$ cat src/rtl/fetch_unit_pkg.sv
// fetch_unit_pkg: shared fetch-stage types, state encodings and queue sizing.
// Queue depth is 2 when FETCH_PREFETCH_EN is defined, otherwise 1.
`default_nettype none

package fetch_unit_pkg;

    typedef enum logic [1:0] {
        FETCH_LO   = 2'd0,
        FETCH_HI   = 2'd1,
        FETCH_WAIT = 2'd2,
        FETCH_DROP = 2'd3
    } fetch_state_t;

`ifdef FETCH_PREFETCH_EN
    localparam int QUEUE_DEPTH = 2;
`else
    localparam int QUEUE_DEPTH = 1;
`endif

    // Wide enough to hold 0..2 for either depth.
    localparam int CNT_W = 2;

    typedef struct packed {
        logic [15:0] pc;
        logic [15:0] word;
    } fetch_entry_t;

    function automatic logic [15:0] even_addr(input logic [15:0] addr);
        return addr & 16'hFFFE;
    endfunction

endpackage

`default_nettype wire

$ cat src/rtl/fetch_queue.sv
// fetch_queue: shift-register FIFO of {pc,word}; slot 0 is the registered head.
// Depth follows FETCH_PREFETCH_EN through the package default.
`default_nettype none

module fetch_queue
    import fetch_unit_pkg::*;
#(
    parameter int DEPTH = QUEUE_DEPTH
) (
    input  logic               clk,
    input  logic               rst_n,
    input  logic               push,
    input  logic               pop,
    input  logic               flush,
    input  fetch_entry_t       push_data,
    output fetch_entry_t       head,
    output logic [CNT_W-1:0]   count,
    output logic               full,
    output logic               empty
);

    logic [CNT_W-1:0] count_r;
    logic             pop_eff;
    logic [CNT_W-1:0] wr_idx;
    fetch_entry_t     slot_q [DEPTH];

    assign pop_eff = pop && (count_r != '0);
    // A simultaneous pop shifts everything down, so the write lands one lower.
    assign wr_idx  = count_r - CNT_W'(pop_eff);

    for (genvar i = 0; i < DEPTH; i++) begin : g_slot
        fetch_entry_t slot_r;
        fetch_entry_t shift_in;

        if (i == DEPTH - 1) begin : g_tail
            assign shift_in = slot_r;
        end else begin : g_mid
            assign shift_in = slot_q[i+1];
        end

        always_ff @(posedge clk or negedge rst_n) begin
            if (!rst_n) begin
                slot_r <= '0;
            end else if (!flush) begin
                if (push && (wr_idx == CNT_W'(i))) begin
                    slot_r <= push_data;
                end else if (pop_eff) begin
                    slot_r <= shift_in;
                end
            end
        end

        assign slot_q[i] = slot_r;
    end

    always_ff @(posedge clk or negedge rst_n) begin
        if (!rst_n) begin
            count_r <= '0;
        end else if (flush) begin
            count_r <= '0;
        end else begin
            count_r <= count_r + CNT_W'(push) - CNT_W'(pop_eff);
        end
    end

    assign head  = slot_q[0];
    assign count = count_r;
    assign full  = (count_r == CNT_W'(DEPTH));
    assign empty = (count_r == '0);

endmodule

`default_nettype wire

$ cat src/rtl/fetch_unit.sv
// fetch_unit: fetches 16-bit words as two byte reads and hands them to the decoder.
// FETCH_PREFETCH_EN selects a two-entry queue so fetching runs ahead of decoder stalls.
`default_nettype none

module fetch_unit
    import fetch_unit_pkg::*;
#(
    parameter logic [15:0] RESET_PC = 16'h0000
) (
    input  logic        clk,
    input  logic        rst_n,
    output logic [15:0] mem_addr,
    output logic        mem_rd,
    input  logic [7:0]  mem_data,
    input  logic        mem_ack,
    input  logic        redirect,
    input  logic [15:0] redirect_pc,
    output logic [15:0] word,
    output logic [15:0] pc,
    output logic        valid,
    input  logic        ready
);

    fetch_state_t     state;
    logic [15:0]      fptr;
    logic [7:0]       lo;

    logic             push;
    logic             pop;
    logic             q_full;
    logic             q_empty;
    logic [CNT_W-1:0] q_count;
    logic [CNT_W:0]   count_after;
    logic             room;
    fetch_entry_t     head;
    fetch_entry_t     push_data;

    assign pop         = valid && ready;
    // A redirect landing on the high-byte ack kills that word.
    assign push        = (state == FETCH_HI) && mem_rd && mem_ack && !redirect;
    assign push_data   = '{pc: fptr + 16'd2, word: {mem_data, lo}};
    assign count_after = {1'b0, q_count} + (CNT_W+1)'(1) - (CNT_W+1)'(pop);
    assign room        = count_after < (CNT_W+1)'(QUEUE_DEPTH);

    fetch_queue #(
        .DEPTH (QUEUE_DEPTH)
    ) u_queue (
        .clk       (clk),
        .rst_n     (rst_n),
        .push      (push),
        .pop       (pop),
        .flush     (redirect),
        .push_data (push_data),
        .head      (head),
        .count     (q_count),
        .full      (q_full),
        .empty     (q_empty)
    );

    assign valid = !q_empty;
    assign word  = head.word;
    assign pc    = head.pc;

    always_ff @(posedge clk or negedge rst_n) begin
        if (!rst_n) begin
            state    <= FETCH_LO;
            fptr     <= even_addr(RESET_PC);
            lo       <= '0;
            mem_rd   <= 1'b0;
            mem_addr <= even_addr(RESET_PC);
        end else if (redirect) begin
            fptr <= even_addr(redirect_pc);
            lo   <= '0;
            // An unanswered read must still be completed on the bus before moving on.
            if (mem_rd && !mem_ack) begin
                state <= FETCH_DROP;
            end else begin
                state    <= FETCH_LO;
                mem_rd   <= 1'b1;
                mem_addr <= even_addr(redirect_pc);
            end
        end else begin
            case (state)
                FETCH_LO: begin
                    if (!mem_rd) begin
                        mem_rd   <= 1'b1;
                        mem_addr <= fptr;
                    end else if (mem_ack) begin
                        lo       <= mem_data;
                        state    <= FETCH_HI;
                        mem_addr <= fptr | 16'h0001;
                    end
                end
                FETCH_HI: begin
                    if (mem_ack) begin
                        fptr <= fptr + 16'd2;
                        if (room) begin
                            state    <= FETCH_LO;
                            mem_addr <= fptr + 16'd2;
                        end else begin
                            state  <= FETCH_WAIT;
                            mem_rd <= 1'b0;
                        end
                    end
                end
                FETCH_WAIT: begin
                    if (!q_full || pop) begin
                        state    <= FETCH_LO;
                        mem_rd   <= 1'b1;
                        mem_addr <= fptr;
                    end
                end
                FETCH_DROP: begin
                    if (mem_ack) begin
                        state    <= FETCH_LO;
                        mem_addr <= fptr;
                    end
                end
                default: begin
                    state  <= FETCH_LO;
                    mem_rd <= 1'b0;
                end
            endcase
        end
    end

endmodule

`default_nettype wire

$ cat config.mk
export PLATFORM = sky130hd
export DESIGN_NAME = fetch_unit
export DESIGN_NICKNAME = d
export VERILOG_FILES = /design/src/rtl/fetch_unit_pkg.sv /design/src/rtl/fetch_queue.sv /design/src/rtl/fetch_unit.sv
export SDC_FILE = /design/constraint.sdc
export NUM_CORES = 1
export LEC_CHECK = 0
export ABC_AREA = 1
export ABC_CLOCK_PERIOD_IN_PS = 3250
export BUFFER_PORTS_ARGS = -buffer_cell sky130_fd_sc_hd__clkbuf_2
export CAP_MARGIN = 20
export CORE_ASPECT_RATIO = 1.25
export CORE_UTILIZATION = 46
export CTS_BUF_LIST = sky130_fd_sc_hd__clkbuf_2 sky130_fd_sc_hd__clkbuf_4 sky130_fd_sc_hd__clkbuf_8
export CTS_CLUSTER_SIZE = 40
export DETAILED_ROUTE_END_ITERATION = 6
export PLACE_DENSITY = 0.77
export SLEW_MARGIN = 20
export SYNTH_ARGS = -nofsm -noshare
export SYNTH_HDL_FRONTEND = slang
export SYNTH_SLANG_ARGS = --single-unit
$ cat constraint.sdc
create_clock -name clk -period 3.25 [get_ports clk]
set_clock_uncertainty 0.2 [all_clocks]
set_input_delay 0.4875 -clock clk [delete_from_list [all_inputs] [get_ports clk]]
set_output_delay 0.4875 -clock clk [all_outputs]
set_load 0.1 [all_outputs]
======== Yosys cells after proc, flatten, opt, wreduce, memory -nomap -nowiden ========
Index checks and enable logic that the tools add are counted.
W data, S select, Z words.
word-level totals
  word-level logic and storage cells ...... 88
  input port bits ......................... 29
  bits in registers ....................... 77
  output and inout bits ................... 50
cells by class
  mux-type cells .......................... 32
  reductions and logical operators ........ 27
  $lt $le $gt $ge ......................... 1
  add/sub/neg operators ................... 6
  equality and inequality tests ........... 13
  bitwise gates (word level) .............. 1
operators with widths
  operator                 number
  $mux W16                 11
  $pmux W16 S4             1
  $mux W8                  4
  $ne A3 B3 Y1 const B     7
  $mux W2                  9
  $add A16 B2 Y16 const B  1
  $reduce_and A5 Y1        2
  $reduce_bool A2 Y1       5
  $pmux W2 S4              1
  $logic_and A1 B1 Y1      7
  $logic_not A2 Y1         3
  $reduce_and A6 Y1        1
  $mux W1                  5
  $eq A2 B1 Y1 const B     2
  $eq A2 B2 Y1 const B     2
  $logic_not A1 Y1         4
  $ne A4 B4 Y1 const B     1
  $reduce_and A2 Y1        2
  $reduce_bool A4 Y1       1
  $sub A2 B1 Y2            2
  $add A2 B1 Y3 const B    1
  $lt A3 B1 Y1 const B     1
  $pmux W1 S3              1
  $reduce_and A3 Y1        1
  5 further kinds          5

======== Logic depth before layout (Yosys ltp) ========
Gate-level depths: netlist of the first run.
  depth after elaboration ................. 9
  depth in mapped cells ................... 12
  mapped depth without buffers ............ 11

======== By module ========
Synthesis of the first run repeated with hierarchy kept, for this count alone.
second synthesis, totals
  cell total of the unflattened synthesis .. 555
  area total of the unflattened synthesis .. 4371.7 um^2
modules (own cells, without submodules)
  module       seq. area each (um^2)  cells an instance  area an instance (um^2)  times used
  fetch_unit   1051.0                 358                2615.0                   1
  fetch_queue  850.8                  197                1756.7                   1

======== Least setup slack after synthesis of the first run ========
Ideal clock, no wire load.
  kind .................................... register to register
  start point ............................. register u_queue.count_r[1] (netlist: u_queue.count[1])
  end point ............................... register mem_addr[2]
  setup slack ............................. 0.527 ns
  setup time .............................. 0.125 ns
  cell stages (with the launch flop) ...... 12
  clock period less this slack ............ 2.723 ns
  arrival ................................. 2.398 ns
  cells stage by stage .................... dfrtp_1 -> inv_2 -> nand2_1 -> nand2_1 -> ha_1 -> nor3_1 -> nor2_2 -> nor2_1 -> nand2_1 -> buf_4 -> nand2_1 -> o21ai_1
on the way
  word-level cells in the longest chain between the ends .. 7
RTL lines
  element                                 line               RTL
  start, declared                         fetch_queue.sv:22  logic [CNT_W-1:0] count_r;
  start signal, assigned                  fetch_queue.sv:62  count_r <= count_r + CNT_W'(push) - CNT_W'(pop_eff);
  $logic_not A2 Y1 (*)                    fetch_queue.sv:69  assign empty = (count_r == '0);
  $logic_not A1 Y1 (*)                    fetch_unit.sv:60   assign valid = !q_empty;
  named net valid                         fetch_unit.sv:20   output logic valid,
  $logic_and A1 B1 Y1 (*)                 fetch_unit.sv:38   assign pop = valid && ready;
  $sub A3 B1 Y3                           fetch_unit.sv:42   assign count_after = {1'b0, q_count} + (CNT_W+1)'(1) - (CNT_W+1)'(pop);
  $lt A3 B1 Y1                            fetch_unit.sv:43   assign room = count_after < (CNT_W+1)'(QUEUE_DEPTH);
  $ne A3 B3 Y1 (no source line)           --
  $reduce_and A6 Y1 (no source line) (*)  --
  end signal, assigned                    fetch_unit.sv:70   mem_addr <= even_addr(RESET_PC);
  end signal, assigned                    fetch_unit.sv:80   mem_addr <= even_addr(redirect_pc);
  end signal, assigned                    fetch_unit.sv:87   mem_addr <= fptr;
  end, declared                           fetch_unit.sv:12   output logic [15:0] mem_addr,
The timed path passes the listed nets; every way through them passes the cells marked *.
A chain may end at the register's enable or synchronous reset.

======== Worst setup path in the final report of the first run ========
  start point ............................. register u_queue.count_r[1] (netlist: u_queue.count[1])
  end point ............................... register mem_addr[8]
on the way
  word-level cells in the longest chain between the ends .. 7
RTL lines
  element
  parallel branches: the longest is 6 deep, another holds $add A2 B1 Y3
  $reduce_and A6 Y1 (no source line) (*)
Mark *: on every way between the ends.

==> impl_metrics.toml, run 1 <==
[sta]
setup_violations = 0
rsz0062_at_grt = "false"
slew_headroom_pct = 54.8
finalHoldViolCount = 0
worst_pin_slew_ns = 0.677
setup-tns-final_ns = 0
finalCriticalPeriod_ns = 2.63
fmaxAchievable_mhz = 380
finalMaxSlewViolations = 0
period_share_pct = 80.9

[setup_path]
crit_family = "simple AND/OR/NAND/NOR gates"
worst-path-stages = 10
slowest_delay_ns = 0.42
required_ns = 3.28
worstPathArrival_ns = 2.66
r2r_cells = 10
endpoint = "mem_addr[8]"
cp_common_cell = "nand2_1"
worstReg2RegStart = "u_queue.count[1]"
worstSetupStartpointType = "flop"
worstSetupPathType = "reg2reg"
crit_chain = "inv_2, nand2_1, nand2_1, ha_1, nor3_1, nor2_2, nor2_1, nand2_1, nor2_1, a21oi_1"
cp_max_fo = 20
endpoint_kind = "flop"
timing.rr.end = "mem_addr[8]"
crit_path_start = "u_queue.count[1]"
crit_buf_inv = 1
ff2ff_setup_slack_ns = 0.62
cpMaxStageDelayCell = "nand2_1"

[synth]
synth_most_common_cell = "nand2_1"
synth_area_um2 = 3730
synth_top_area_cell = "dfrtp_1"
yosys_warnings = 0
avgSynthCellArea_um2 = 8.00
syn_inst = 466
async_flop_share_pct = 100
synth_fp_nets = 499
synth.top_cell.area_share_pct = 50.3
synth_cell_types = 28
ys_ff_latch = 75
synth_edf_count = 0
synthTopCellsByArea = "dfrtp_1 50%, nand2_1 13%, nor2_1 4.8%"
synth_common_cells = "133 x nand2_1, 75 x dfrtp_1, 48 x nor2_1"
yosysSeqAreaShare_pct = 50.3
ys.flop_type = "dfrtp_1"

[global_route]
grt_pass1_wl_um = 14200
grt_max_degree = 45
antenna_found_initial = 0
grt_pass1_vias = 3037
gr-total-overflow = 0
gr-usage-all-layers_pct = 22.5

[drt]
routed.top_layer = "met4"
drt-total-wl_um = 8740
wl_per_cell_um = 13.7
via_count = 3352
route.met2.wl_um = 4310
postRouteAntennaNets = 0
drcViolationCount = 0
drtPass1Iterations = 4
first_iter_violations = 175
viasPerCell = 5.27
wl_met1_um = 3860
met3_length_um = 461

[floorplan]
die_x_um = 82.5
chipHeight_um = 103
start_util_pct = 47.6
rows = 36
die_area_um2 = 8470
core_area_um2 = 7840
io_pins = 79

[cells_and_area]
fin_nets = 572
fillers = 767
syn2layout_area_growth_pct = 15.8
drive_gt1_share_pct = 20.1
diodes = 0

[worst_hold_path]
min_path_type = "in2reg"
hp-start = "mem_data[6]"

[placement]
portBuffers = 76
dpl.hpwl_um = 6530
routabilityCongestion = 0.835

[clocking]
cts_tree = "yes"
clock_tree.root_cell = "clkbuf_8"
clock-sinks = 75
cts-resized-gates = 0
clk_pin_slew_ns = 0.08
htreeDepth = 3
post_cts_buffers = 0
hold_buffers = 1
clk_latency_ns = 0.35
cts_made_buffers = 9
cts.path.max_buffers = 2

[run]
maxCapViolCount = 0

[status]
status = "finished clean"
==> worst min-delay path, delay by kind of cell <==
family | cells | cell delay [ns]
buffers and inverters | 2 | 0.14
AOI/OAI and AO/OA | 1 | 0.07
==> layout make-up <==
type / count / area [µm²] / share of cell area (%)
repair buffers: 81 / 420 / 9.74
inverters: 47 / 180 / 4.17
clock buffers: 10 / 131 / 3.04
flip-flops and latches: 75 / 1880 / 43.5
clock inverters: 3 / 42.5 / 0.985
well taps: 95 / 119 / 2.75
multi-input cells: 325 / 1550 / 35.8
==> through the flow <==
| step | util (%) | hold WS (ns) | worst slack (ns) | std cells | area, µm² |
|---|---|---|---|---|---|
| after global placement | 52.7 | 0.259 | 0.791 | 622 | 4130 |
| after detailed placement | 52.7 | 0.259 | 0.620 | 622 | 4130 |
| after floorplan | - | -0.00809 | 0.527 | 466 | 3730 |
| after CTS | 55.1 | 0.167 | 0.641 | 636 | 4320 |
| final | 55.1 | 0.179 | 0.621 | 636 | 4320 |
| after global routing | 55.1 | 0.183 | 0.428 | 636 | 4320 |
==> cell families after synthesis <==
group | synth area share, %
AOI/OAI and AO/OA | 13.7
xor gates and xnor gates | 1.88
adders and majority gates | 1.34
buffers and inverters | 8.18
DFF | 50.3
other | 0.101
and+or+nand+nor | 24.5
==> layer usage <==
layer | global-route usage, % | vias to the layer above
li1 | - | 1667
met1 | 29.7 | 1564
met2 | 36.1 | 109
met3 | 5.13 | 12
met4 | 8.09 | 0
met5 | 0 | -
==> registers in the layout, indices dropped and copies added, names as in the netlist <==
signal	flops
fptr	15
lo	8
mem_addr	16
mem_rd	1
state	2
u_queue.count	2
u_queue.head	31
==> worst min path at each step <==
stage / endpoint / slack [ns] / cells after the start
floorplan: fptr[10] / -0.008 / 0
global placement: mem_addr[0] / 0.26 / 2
detailed placement: mem_addr[0] / 0.26 / 2
CTS: u_queue.head[14] / 0.17 / 3
global route: u_queue.head[12] / 0.18 / 3
finish: u_queue.head[14] / 0.18 / 3
==> placed cells by master (no fill, tap or decap) <==
cell type	count
a21oi_1	26
a22oi_1	7
a31oi_1	6
buf_2	1
buf_4	4
bufinv_16	1
clkbuf_2	75
clkbuf_4	1
clkbuf_8	9
clkinv_2	2
clkinvlp_4	1
conb_1	1
dfrtp_1	75
dlygate4sd3_1	1
ha_1	4
inv_1	40
inv_2	5
inv_4	1
nand2_1	133
nand2_2	1
nand2_4	2
nand3_1	20
nand4_1	6
nor2_1	48
nor2_2	3
nor2_4	3
nor3_1	3
o211ai_1	4
o21ai_0	20
o21ai_1	22
o22ai_1	8
xor2_1	8
Power of run 1 is left out: the tool's default activity adds up to more than one toggle a clock period on the data nets, which glitch-free logic cannot reach.
==> inputs of run 2 (changes only) <==
--- a/config.mk
+++ b/config.mk
@@ -5,8 +5,8 @@
 export SDC_FILE = /design/constraint.sdc
 export NUM_CORES = 1
 export LEC_CHECK = 0
-export ABC_AREA = 1
-export ABC_CLOCK_PERIOD_IN_PS = 3250
+export ABC_AREA = 0
+export ABC_CLOCK_PERIOD_IN_PS = 2600
 export BUFFER_PORTS_ARGS = -buffer_cell sky130_fd_sc_hd__clkbuf_2
 export CAP_MARGIN = 20
 export CORE_ASPECT_RATIO = 1.25
@@ -14,7 +14,7 @@
 export CTS_BUF_LIST = sky130_fd_sc_hd__clkbuf_2 sky130_fd_sc_hd__clkbuf_4 sky130_fd_sc_hd__clkbuf_8
 export CTS_CLUSTER_SIZE = 40
 export DETAILED_ROUTE_END_ITERATION = 6
-export PLACE_DENSITY = 0.77
+export PLACE_DENSITY = 0.76
 export SLEW_MARGIN = 20
 export SYNTH_ARGS = -nofsm -noshare
 export SYNTH_HDL_FRONTEND = slang
==> constraint.sdc (replaced) <==
create_clock -name clk -period 2.6 [get_ports clk]
set_clock_uncertainty 0.2 [all_clocks]
set_input_delay 0.39 -clock clk [delete_from_list [all_inputs] [get_ports clk]]
set_output_delay 0.39 -clock clk [all_outputs]
set_load 0.1 [all_outputs]
==> run 2 against run 1 <==
The run now ends with negative hold slack left. Via count is 4.0% lower. Non-clock buffer count up 16. Synthesized cell count shrank 13%. Global-route usage fell by 1.1 points. Sequential cell count did not move. Worst setup slack worse by 0.55 ns. Register-to-register slack worse by 0.55 ns. Fmax grew 3.8%. Critical path type unchanged. Highest routed layer unchanged.
==> impl_metrics.toml, run 2 <==
[sta]
setup-tns-final_ns = 0
slew_headroom_pct = 36.1
setup_violations = 0
finalMaxSlewViolations = 0
fin_worst_hold_slack_ns = -0.0408
finalCriticalPeriod_ns = 2.53
worst_pin_slew_ns = 0.958
fmaxAchievable_mhz = 395
period_share_pct = 97.4
finalHoldViolCount = 26
rsz0062_at_grt = "true"

[placement]
dpl.hpwl_um = 6390
portBuffers = 76
routabilityCongestion = 0.838
numPlacedInstances = 564

[synth]
synth_cell_types = 47
synth_top_area_cell = "dfrtp_1"
syn_inst = 405
synth_fp_nets = 438
yosysSeqAreaShare_pct = 46.7
avgSynthCellArea_um2 = 9.92
synth_area_um2 = 4020
ys.flop_type = "dfrtp_1"
synth.top_cell.area_share_pct = 46.7
ys_ff_latch = 75
synth_common_cells = "75 x dfrtp_1, 41 x nand2_1, 28 x o21ai_0"
synth_edf_count = 0
synth_most_common_cell = "dfrtp_1"
async_flop_share_pct = 100
synthTopCellsByArea = "dfrtp_1 47%, xnor2_1 4.8%, mux2_2 4.5%"
yosys_warnings = 0

[cells_and_area]
final_cell_mix = "75 x dfrtp_1, 75 x clkbuf_2, 41 x nand2_1"
finalNonFillerCells = 583
diodes = 0
syn2layout_area_growth_pct = 19.7
drive_gt1_share_pct = 31.3
fin_nets = 514
post-route-util_pct = 57.7
largest_reg_flops = 31

[setup_path]
required_ns = 2.63
cp_max_fo = 19
worstSetupPathType = "reg2reg"
worstReg2RegStart = "u_queue.count[0]"
crit_path_start = "u_queue.count[0]"
endpoint_kind = "flop"
worstPathArrival_ns = 2.57
worstSetupStartpointType = "flop"

[drt]
viasPerCell = 5.52
drtPass1Iterations = 5
wl_per_cell_um = 15.9
postRouteAntennaNets = 0
drt-total-wl_um = 9240
via_count = 3217
first_iter_violations = 294
drcViolationCount = 0

[floorplan]
core_area_um2 = 8330
die_x_um = 85.6
io_pins = 79
die_area_um2 = 9110
chipHeight_um = 106
start_util_pct = 48.2
rows = 37

[status]
violations = "negative hold slack"
status = "finished, violations left"

[global_route]
grt_pass1_vias = 3119
antenna_found_initial = 0
gr-usage-all-layers_pct = 21.4
gr-total-overflow = 0
grt_pass1_wl_um = 15300
grt_max_degree = 76

[clocking]
clock_tree.root_cell = "clkbuf_8"
clock-sinks = 75
cts_tree = "yes"
hold_buffers = 0
clk_latency_ns = 0.36
htreeDepth = 3
cts.path.max_buffers = 2
cts_made_buffers = 9
clk_pin_slew_ns = 0.08

[worst_hold_path]
min_path_type = "in2async"

[run]
maxCapViolCount = 0
==> run 2: changes by cell type in the layout (fill, tap and decap cells not counted), moves of 12 or more <==
cell / delta
nand2_1: -92
inv_1: -31
nor2_1: -25
xnor2_1: +22
o21ai_1: -21
mux2_2: +16
buf_4: +14
mux2_4: +12
nand2b_1: +12
==> run 2: logic make-up after synthesis <==
family                   after synthesis  synth area share [%]
AO/OA/AOI/OAI                         90                  14.5
flip-flops                            75                  46.7
multiplexers                          33                  10.2
other                                  1                0.0934
AND/OR/NAND/NOR                      132                  16.4
adder cells (fa/ha/maj)                4                  1.25
XOR/XNOR                              26                  5.67
buffers and inverters                 44                  5.17
==> run 2: per-stage QoR <==
| step | worst slack (ns) | cell area (µm²) |
|---|---|---|
| 2_1_floorplan | -0.0511 | 4060 |
| 3_3_place_gp | 0.0983 | 4530 |
| 3_5_place_dp | 0.0533 | 4530 |
| 4_1_cts | 0.0269 | 4760 |
| 5_1_grt | -0.00592 | 4810 |
| 6_report | 0.0679 | 4810 |
==> run 2: worst paths after layout <==
| check | to | slack (ns) | depth (start not counted) |
|---|---|---|---|
| max | u_queue.head[13] | 0.07 | 6 |
| max reg2reg | u_queue.head[13] | 0.07 | 6 |
| max in group asynchronous | mem_addr[0] | 1.58 | 1 |
| min | lo[0] | -0.04 | 1 |
| min reg2reg | u_queue.head[28] | 0.28 | 2 |
| min in group clk | lo[4] | 0.06 | 3 |
==> run 2: worst max-delay path, stage by stage, from the launching register on <==
cell,delay [ns]
dfrtp_1,0.41
or2_4,0.24
and2_4,0.15
ha_4,0.25
inv_2,0.05
or4_4,0.72
mux2_4,0.36
==> run 2: timing repair <==
item / 4_1_cts / 5_1_grt
resized for setup: 0 / 5
setup buffers: 0 / 2
endpoints found under the setup margin: 0 / 39
==> run 2: cell type report <==
type,count,area [µm²]
timing repair buffer,97,564
clock buffer,10,138
sequential,75,1880
multi-input combinational,287,1980
tap,97,121
fill,736,3530
inverter,11,41.3
clock inverter,6,88.8
==> run 2: metal layers <==
metal / wire length [µm] / vias up / global-route usage, %
met5: 0 / - / 0
met4: 201 / 0 / 8.45
met3: 480 / 20 / 4.97
met2: 4450 / 113 / 32.2
met1: 4110 / 1512 / 29.8
li1: - / 1572 / -
Power of run 2 is left out for the same reason.
==> inputs of run 3 (changes only) <==
--- a/config.mk
+++ b/config.mk
@@ -6,7 +6,7 @@
 export NUM_CORES = 1
 export LEC_CHECK = 0
 export ABC_AREA = 0
-export ABC_CLOCK_PERIOD_IN_PS = 2600
+export ABC_CLOCK_PERIOD_IN_PS = 2200
 export BUFFER_PORTS_ARGS = -buffer_cell sky130_fd_sc_hd__clkbuf_2
 export CAP_MARGIN = 20
 export CORE_ASPECT_RATIO = 1.25
@@ -14,7 +14,7 @@
 export CTS_BUF_LIST = sky130_fd_sc_hd__clkbuf_2 sky130_fd_sc_hd__clkbuf_4 sky130_fd_sc_hd__clkbuf_8
 export CTS_CLUSTER_SIZE = 40
 export DETAILED_ROUTE_END_ITERATION = 6
-export PLACE_DENSITY = 0.76
+export PLACE_DENSITY = 0.79
 export SLEW_MARGIN = 20
 export SYNTH_ARGS = -nofsm -noshare
 export SYNTH_HDL_FRONTEND = slang
==> constraint.sdc (replaced) <==
create_clock -name clk -period 2.2 [get_ports clk]
set_clock_uncertainty 0.2 [all_clocks]
set_input_delay 0.33 -clock clk [delete_from_list [all_inputs] [get_ports clk]]
set_output_delay 0.33 -clock clk [all_outputs]
set_load 0.1 [all_outputs]
==> run 3 against run 2 <==
The flow finishes with violations (negative setup slack). Die area unchanged. Largest cell class unchanged. Worst setup slack worse by 0.29 ns. Design area up 6.4%. Critical path type unchanged. Highest routed layer unchanged. Non-clock buffer count up 25. Core utilization up 3.7 points. Clock-buffer cell count up 1.
==> impl_metrics.toml, run 3 (synthesized netlist as in run 2, its figures left out) <==
[placement]
routabilityCongestion = 0.861
numPlacedInstances = 579
portBuffers = 76
dpl.hpwl_um = 7040

[clocking]
clk_latency_ns = 0.37
cts_tree = "yes"
clock-sinks = 75
clk_pin_slew_ns = 0.08
cts.path.max_buffers = 2
cts_made_buffers = 9
clock_tree.root_cell = "clkbuf_8"
htreeDepth = 3

[drt]
drtPass1Iterations = 5
drcViolationCount = 0
viasPerCell = 5.72
postRouteAntennaNets = 0
wl_per_cell_um = 16.9
via_count = 3465
drt-total-wl_um = 10300
first_iter_violations = 228

[status]
status = "finished, violations left"
violations = "negative setup slack"

[cells_and_area]
final_common_cell = "clkbuf_2"
final_cell_mix = "75 x clkbuf_2, 74 x dfrtp_1, 41 x nand2_1"
fin_nets = 538
finalNonFillerCells = 606
syn2layout_area_growth_pct = 27.4
largest_reg_flops = 31
diodes = 0
drive_gt1_share_pct = 35.8

[global_route]
grt_max_degree = 38
gr-usage-all-layers_pct = 23.3
grt_pass1_vias = 3340
antenna_found_initial = 0
gr-total-overflow = 0
grt_pass1_wl_um = 16300

[floorplan]
die_x_um = 85.6
core_area_um2 = 8330
chipHeight_um = 106
rows = 37
start_util_pct = 48.2
io_pins = 79
die_area_um2 = 9110

[sta]
fmaxAchievable_mhz = 413
finalMaxSlewViolations = 0
finalHoldViolCount = 0
slew_headroom_pct = 63.5
fin_ws_ns = -0.219
finalCriticalPeriod_ns = 2.42
setup_violations = 48
setup-tns-final_ns = -7.65
rsz0062_at_grt = "true"
period_share_pct = 110
worst_pin_slew_ns = 0.550

[setup_path]
required_ns = 2.25
worstSetupStartpointType = "flop"
cp_max_fo = 23
endpoint_kind = "flop"
crit_buf_inv = 2
crit_family = "simple AND/OR/NAND/NOR gates"
worstPathArrival_ns = 2.47
slowest_delay_ns = 0.52
crit_path_start = "u_queue.count[1]"
crit_chain = "or2_4, and2_4, ha_4, inv_2, or4_4, buf_12, mux2_4"
worstSetupPathType = "reg2reg"
worstReg2RegStart = "u_queue.count[1]"
cpMaxStageDelayCell = "or4_4"

[worst_hold_path]
min_path_type = "in2reg"
hp-start = "mem_data[2]"

[run]
maxCapViolCount = 0
-- run 3: cell count changes in the layout (fill, tap and decap cells not counted), sizes merged --
cell | previous run | this run
clkbuf | 85 | 86
or4 | 2 | 1
buf | 22 | 41
clkinvlp | 2 | 1
dlygate4sd3 | 0 | 6
bufinv | 2 | 1
-- run 3: metrics by stage --
step / worst slack, ns / hold slack (ns) / util (%) / area, µm²
finish: -0.219 / 0.0101 / 61.4 / 5120
global route: -0.258 / 0.00471 / 61.4 / 5120
CTS: -0.207 / 0.00129 / 60.6 / 5050
detailed placement: -0.209 / 0.131 / 56.3 / 4690
global placement: -0.179 / 0.125 / 56.3 / 4690
floorplan: -0.451 / -0.166 / - / 4080
-- run 3: per-layer routing --
layer / vias to the layer above / track usage [%] / routed length, µm
met2: 144 / 37.4 / 5090
met1: 1674 / 29.0 / 4260
met3: 31 / 4.19 / 563
met5: - / 0 / 0
met4: 0 / 14.3 / 351
li1: 1616 / - / -
-- run 3: path summary, 6_finish.rpt --
check	end	slack (ns)	cells past startpoint
max	u_queue.head[6]	-0.22	7
min	lo[2]	0.01	3
max reg2reg	u_queue.head[6]	-0.22	7
min reg2reg	u_queue.head[17]	0.29	2
max in group asynchronous	mem_addr[4]	0.96	3
min in group asynchronous	u_queue.head[13]	0.27	2
-- run 3: worst register-to-register path, cell delays in order, from the launching register on --
cell,delay [ns]
dfrtp_1,0.39
or2_4,0.26
and2_4,0.15
ha_4,0.25
inv_2,0.03
or4_4,0.52
buf_12,0.19
mux2_4,0.31
-- run 3: layout make-up --
type                       instances  area (µm²)
inverter                          11        41.3
clock buffer                      11         145
multi-input combinational        286        2060
fill                             696        3220
sequential                        75        1880
clock inverter                     4        51.3
tap                               97         121
timing repair buffer             122         821
-- run 3: timing repair --
action / in CTS / in global routing
hold buffers: 6 / 0
endpoints found under the setup margin: 48 / 51
cloned: 1 / 0
resized for setup: 12 / 7
hold endpoints to repair: 40 / 0
setup buffers: 2 / 3
Power of run 3 is left out for the same reason.
